File: config.mk
export PLATFORM = sky130hd
export DESIGN_NAME = arbitro_rr_vc
export DESIGN_NICKNAME = d
export VERILOG_FILES = /design/src/rtl/arbitro_rr_vc.sv
export SDC_FILE = /design/constraint.sdc
export NUM_CORES = 1
export LEC_CHECK = 0
export BUFFER_PORTS_ARGS = -buffer_cell sky130_fd_sc_hd__buf_4
export CORE_MARGIN = 8
export CORE_UTILIZATION = 30
export DETAILED_ROUTE_END_ITERATION = 16
export PLACE_DENSITY_LB_ADDON = 0.2
export REMOVE_ABC_BUFFERS = 1
export SYNTH_ARGS = -nofsm -noshare
export SYNTH_HDL_FRONTEND = slang
export SYNTH_SLANG_ARGS = --single-unit
File: constraint.sdc
create_clock -name clk -period 3.1 [get_ports clk]
set_input_delay 0.155 -clock clk [delete_from_list [all_inputs] [get_ports clk]]
set_output_delay 0.155 -clock clk [all_outputs]
set_load 0.02 [all_outputs]
File: src/rtl/arbitro_rr_vc.sv
// Round-robin arbiter over four virtual-channel FIFOs with bounded bursts.
// Pops at most one FIFO per cycle, forwards the popped head word through a
// registered output stage, and counts forwarded words.
//
// Ports:
//   clk, reset_L            : clock, asynchronous active-low reset
//   enable                  : 1 = arbitration permitted
//   empty[3:0]              : per-FIFO empty flags
//   data_in0..data_in3      : FIFO head words (valid while matching empty=0)
//   out_full                : downstream cannot accept a word this cycle
//   pop[3:0]                : combinational one-hot-or-zero pop strobe
//   data_out, select, valid : registered forwarded word, source channel, qualifier
//   contador                : words forwarded since reset, modulo 256
//   busy                    : 1 while the arbiter is in ACTIVE
module arbitro_rr_vc #(
  parameter int unsigned DATA_W = 10,
  parameter int unsigned BURST  = 2
) (
  input  logic              clk,
  input  logic              reset_L,
  input  logic              enable,
  input  logic [3:0]        empty,
  input  logic [DATA_W-1:0] data_in0,
  input  logic [DATA_W-1:0] data_in1,
  input  logic [DATA_W-1:0] data_in2,
  input  logic [DATA_W-1:0] data_in3,
  input  logic              out_full,
  output logic [3:0]        pop,
  output logic [DATA_W-1:0] data_out,
  output logic [1:0]        select,
  output logic              valid,
  output logic [7:0]        contador,
  output logic              busy
);

  localparam int unsigned N_CH  = 4;
  localparam int unsigned CH_W  = 2;
  localparam int unsigned BC_W  = 3;
  localparam int unsigned CNT_W = 8;

  typedef enum logic [1:0] {
    IDLE   = 2'd0,
    ACTIVE = 2'd1,
    STALL  = 2'd2
  } state_t;

  state_t            state;
  state_t            state_nxt;
  logic [CH_W-1:0]   cur;
  logic [BC_W-1:0]   burst_cnt;
  logic [CH_W-1:0]   grant_idx;
  logic [CH_W-1:0]   cand;
  logic              grant_ok;
  logic              keep;
  logic              any_word;
  logic              pop_any;
  logic [DATA_W-1:0] data_sel;

  assign any_word = (empty != {N_CH{1'b1}});
  assign pop_any  = |pop;

  // Channel choice. burst_cnt = 0 means no burst is in progress (after reset
  // or IDLE), so the grant rotates from cur instead of re-taking cur; this is
  // what makes cur=3 at reset hand the first grant to channel 0.
  always_comb begin
    keep      = (burst_cnt != '0) && (burst_cnt < BC_W'(BURST)) && !empty[cur];
    grant_idx = cur;
    grant_ok  = 1'b0;
    cand      = cur;
    if (keep) begin
      grant_ok = 1'b1;
    end else begin
      // k = 4 truncates to cur itself, the last candidate in the rotation
      for (int k = 1; k <= 4; k++) begin
        cand = cur + CH_W'(k);
        if (!grant_ok && !empty[cand]) begin
          grant_idx = cand;
          grant_ok  = 1'b1;
        end
      end
    end
  end

  // Head word of the granted channel
  always_comb begin
    data_sel = data_in0;
    case (grant_idx)
      2'd0:    data_sel = data_in0;
      2'd1:    data_sel = data_in1;
      2'd2:    data_sel = data_in2;
      default: data_sel = data_in3;
    endcase
  end

  // FSM state register
  always_ff @(posedge clk or negedge reset_L) begin
    if (!reset_L) begin
      state <= IDLE;
    end else begin
      state <= state_nxt;
    end
  end

  // FSM next state. Only the empty flags are visible, so ACTIVE is left once
  // no channel reports a word. out_full takes priority over any pop.
  always_comb begin
    state_nxt = state;
    case (state)
      IDLE: begin
        if (enable && any_word) state_nxt = ACTIVE;
      end
      ACTIVE: begin
        if (!enable)        state_nxt = IDLE;
        else if (out_full)  state_nxt = STALL;
        else if (!any_word) state_nxt = IDLE;
      end
      STALL: begin
        if (!enable)        state_nxt = IDLE;
        else if (!out_full) state_nxt = ACTIVE;
      end
      default: state_nxt = IDLE;
    endcase
  end

  // FSM output: combinational pop strobe
  always_comb begin
    pop = '0;
    if ((state == ACTIVE) && !out_full && enable && any_word && grant_ok) begin
      pop[grant_idx] = 1'b1;
    end
  end

  // Forwarding stage, arbitration pointer and counters
  always_ff @(posedge clk or negedge reset_L) begin
    if (!reset_L) begin
      cur       <= CH_W'(3);
      burst_cnt <= '0;
      data_out  <= '0;
      select    <= '0;
      valid     <= 1'b0;
      contador  <= '0;
      busy      <= 1'b0;
    end else begin
      busy  <= (state_nxt == ACTIVE);
      valid <= pop_any;
      if (pop_any) begin
        data_out  <= data_sel;
        select    <= grant_idx;
        contador  <= contador + CNT_W'(1);
        cur       <= grant_idx;
        burst_cnt <= keep ? burst_cnt + BC_W'(1) : BC_W'(1);
      end else if (state_nxt == IDLE) begin
        // cur is kept so rotation resumes where it left off
        burst_cnt <= '0;
      end
    end
  end

endmodule

**After elaboration in Yosys (flattened, before gate mapping)**

Index checks and enable logic that the tools add are counted.

- Flip-flop bits (word level): 29
- Input port bits: 48
- Output and inout port bits: 26
- Logic and storage cells: 85

- Add/subtract/negate cells: 5
- Order comparisons: 7
- Equal/unequal tests: 6
- Muxes and demuxes: 35
- Reductions and logical operators: 24

Operators by type and width:

| operator | count |
|---|---|
| $pmux W10 S3 | 1 |
| $mux W2 | 11 |
| $lt A2 B3 Y1 const B | 5 |
| $mux W1 | 13 |
| $logic_and A1 B1 Y1 | 11 |
| $mux W3 | 3 |
| $add A8 B1 Y8 const B | 1 |
| $bmux W1 S2 | 4 |
| $logic_not A1 Y1 | 7 |
| $eq A2 B1 Y1 const B | 3 |
| $logic_not A2 Y1 | 3 |
| $pmux W2 S3 | 1 |
| $add A2 B2 Y2 const B | 2 |
| $eq A2 B2 Y1 const B | 2 |
| $mux W4 | 1 |
| $ne A4 B4 Y1 const B | 1 |
| $reduce_or A4 Y1 | 1 |
| $add A3 B1 Y3 const B | 1 |
| $lt A3 B2 Y1 const B | 1 |
| $reduce_bool A3 Y1 | 1 |
| $add A2 B1 Y2 const B | 1 |
| $demux W1 S2 | 1 |
| $ge A2 B1 Y1 const B | 1 |
| $reduce_bool A2 Y1 | 1 |

**Depth between registers and ports, before layout**

- Word-level depth: 24
- Depth in mapped cells: 9
- Depth with buffers taken out: 8

**Worst setup path before layout**

OpenSTA, ideal clock, no wires.

- Path type: register -> output
- Start: register cur[1]
- End: output pop[0]
- Arrival: 2.162 ns
- Data required time: 2.945 ns
- Path slack: 0.783 ns
- Stages on the path, launching flop included: 7
- Buffers on the path: 1
- Path through: dfstp_2 -> mux4_2 -> a21oi_4 -> or3_4 -> buf_6 -> nand2_1 -> nor3_1

- Cells in the longest elaborated chain, start to end: 22
- Elaborated cells between the ends (all ways): 41
- Classes of those cells: add/sub (3); order compare (2); mux (24); reduce/logical (12)

RTL lines:

| what | line | RTL |
|---|---|---|
| start: declaration | 49 | `logic [CH_W-1:0] cur;` |
| start signal: assignment | 150 | `cur <= grant_idx;` |
| $add A2 B1 Y2 | 75 | `cand = cur + CH_W'(k);` |
| $bmux W1 S2 | 76 | `if (!grant_ok && !empty[cand]) begin` |
| $mux W1 (not written as such) | 76 |  |
| $mux W1 | 76 |  |
| $mux W1 | 70 | `if (keep) begin` |
| $logic_not A1 Y1 | 76 |  |
| $logic_and A1 B1 Y1 | 76 |  |
| $mux W1 | 76 |  |
| [... 6 more ...] | - |  |
| $logic_and A1 B1 Y1 | 76 |  |
| $mux W2 | 76 |  |
| $mux W2 | 70 |  |
| $lt A2 B3 Y1 (not written as such) / $ge A2 B1 Y1 (equally long branches) | 129 | `pop[grant_idx] = 1'b1;` |
| $logic_and A1 B1 Y1 (not written as such) | 129 |  |
| $mux W1 (not written as such) | 129 |  |
| $demux W1 S2 | 129 |  |
| $mux W4 * | 128 | `if ((state == ACTIVE) && !out_full && enable && any_word && grant_ok) begin` |
| end: declaration | 28 | `output logic [3:0] pop,` |

Every way passes the cells marked *; elsewhere a longest branch is shown, timed or not. The select of a mux whose other input is x is not followed.

**Worst setup path after layout**

Ends and elaborated chain as after synthesis.

==> results.ini <==
[status]
outcome = finished, final reports clean

[layout]
drive_above_1_share = 0.460
most-common-layout-cells = buf_4, dfrtp_1, and3_1, nand2_1, a21boi_0
multi_input_area_um2 = 1260
fillCellCount = 676
diodes = 0
seq_area_um2 = 728
syn_to_final_growth_pct = 33.5
mostFrequentLayoutCell = buf_4
nNetsFinal = 328

[pwr]
powerDensity_nw_per_um2 = 797
p_total_mw = 2.25
p_leak_nw = 1.33
peakVddDrop_mv = 0.325

[worst_setup_path]
crit_fanout = 13
cp.buffers_inverters = 1
crit_type = reg2out
crit_chain = mux4_2 > a21oi_4 > o21ai_1 > nand2_1 > nor3_1 > buf_4
critPathMaxStageDelay_ps = 680
arrival_ps = 2680
crit_path_top_delay_cell = dfstp_2
required_ps = 2940
cp-start-kind = register
crit_family = compound AO/OA/AOI/OAI gates
cp-end-kind = output pin

[cts]
clk_path_buf_depth = 2
numCtsBuffers = 5
ctsRootBufferMaster = clkbuf_8
cts.sinks = 29
hold_buffers = 1
cts_tree = yes
cts_setup_buffers = 0
cts_resized = 0
insertion_delay_ps = 280
cts_max_level = 2
clk_pin_slew_ps = 70

[drt]
routedWlPerCell_um = 15.9
firstDrtPassIters = 4
wl_um = 5960
drc_errors = 0
ant_nets = 0
drt_iter0_markers = 54
viasPerCell = 4.83
vias = 1807

[job]
cap_violations = 0

[global_route]
grt_pass1_wl_um = 9740
antenna_found_initial = 0
grt_max_degree = 42
grt_use_total = 0.121
grt_pass1_vias = 1976
grt.overflow.total = 0

[yosys]
synth_area_per_cell_um2 = 10.2
ys_types = 51
yosys_warnings = 0
synthCells = 207
synthArstFlopShare = 1.00
synth-seq-cells = 29
synth_area_leaders = dfrtp_1, and3_1, a21boi_0
synth-edff-count = 0
ys_seq_area_frac = 0.345
synth_top_cell_area_share = 0.320
syn_area_um2 = 2110
ys.flop_type = dfrtp_1
yosys.area.top_type = dfrtp_1

[die]
row_count = 30
die_w_um = 99.9
fp.coreArea_um2 = 6790
ioPinCount = 74
start_util = 0.311
dieArea_um2 = 9980
dieHeight_um = 99.9

[placed_design]
gp_congestion = 0.768
io_buffer_count = 73
dpl.hpwl_um = 4310

[timing]
finalCritPeriodShare = 0.914
relSlewSlack = 0.447
rsz0062_at_grt = false
totalNegativeSetupSlack_ps = 0
max_slew.worst_pin.slew_ps = 824
finalSetupViolCount = 0
holdWs_ps = 131
finalHoldViolCount = 0
slew_violations = 0
fin_skew_ps = 6.80
fmax_mhz = 353
fin_crit_ps = 2830

[worst_hold_path]
min-delay-path-class = in2reg

power breakdown:
part           switching (mW)  internal (mW)
Clock                   0.143          0.159
Combinational           0.739          0.575
Sequential              0.124          0.507
routing by layer:
layer / vias to the layer above / share of wire / track usage / routed length (µm)
met5: - / 0 / 0 / 0
met4: 0 / 0.0087 / 0.0349 / 52
met3: 5 / 0.084 / 0.0512 / 503
met2: 57 / 0.44 / 0.191 / 2600
met1: 835 / 0.47 / 0.147 / 2810
li1: 910 / - / - / -
metrics by stage:
step | cell area (µm²) | instances | utilization | setup WS, ps
after floorplan | 2000 | 189 | - | 200
after global placement | 2730 | 365 | 0.401 | 611
after detailed placement | 2730 | 365 | 0.401 | 559
after CTS | 2820 | 374 | 0.415 | 247
after global routing | 2820 | 374 | 0.415 | 61.7
final | 2820 | 374 | 0.415 | 265
area by class of cell:
| type | count | share of cell area |
|---|---|---|
| inverter | 5 | 0.00666 |
| timing repair buffer | 81 | 0.217 |
| clock buffer | 8 | 0.0284 |
| sequential | 29 | 0.258 |
| multi-input combinational | 155 | 0.447 |
| tap | 96 | 0.0426 |
path summary, 6_finish.rpt:
kind | startpoint | to | slack, ps | depth (start not counted)
min in group asynchronous | reset_L | data_out[6] | 340 | 2
setup / recovery | cur[1] | pop[0] | 270 | 6
hold / removal | enable | busy | 130 | 2
hold reg to reg | contador[7] | contador[7] | 470 | 1
max in group asynchronous | reset_L | cur[0] | 2450 | 2
setup reg to reg | cur[1] | data_out[2] | 590 | 6
flip-flops by register name, summed over array words and instances (netlist names):
register / cells
burst_cnt: 3
busy: 1
contador: 8
cur: 2
data_out: 10
select: 2
state: 2
valid: 1
worst register-to-register path, delay by kind of cell, from the launching register on:
kind,cells,cell delay (ps)
AOI/OAI and AO/OA,4,780
DFF,1,680
buffers and inverters,1,290
muxes,1,630
cells by family after synthesis:
family / after synthesis / synth area share
simple gates: 80 / 0.243
xor+xnor: 9 / 0.0373
buf+inv: 23 / 0.0622
flops: 29 / 0.345
mux: 3 / 0.0207
fa+ha+maj: 3 / 0.0178
compound gates: 60 / 0.274
cell usage after synthesis, types with 2 or more instances:
master	number
dfrtp_1	27
and3_1	24
nand2_1	20
a21boi_0	19
a211oi_2	10
nor4_2	9
o31ai_2	9
nor2_1	7
xnor2_1	7
buf_2	6
clkbuf_1	6
inv_1	5
buf_6	4
ha_1	3
nand3_1	3
nor3_1	3
o21ai_1	3
a21boi_1	2
a32o_1	2
buf_4	2
dfstp_2	2
nand4_1	2
nor2b_1	2
o21a_1	2
xor2_1	2
(Power assumes the default switching activity.)
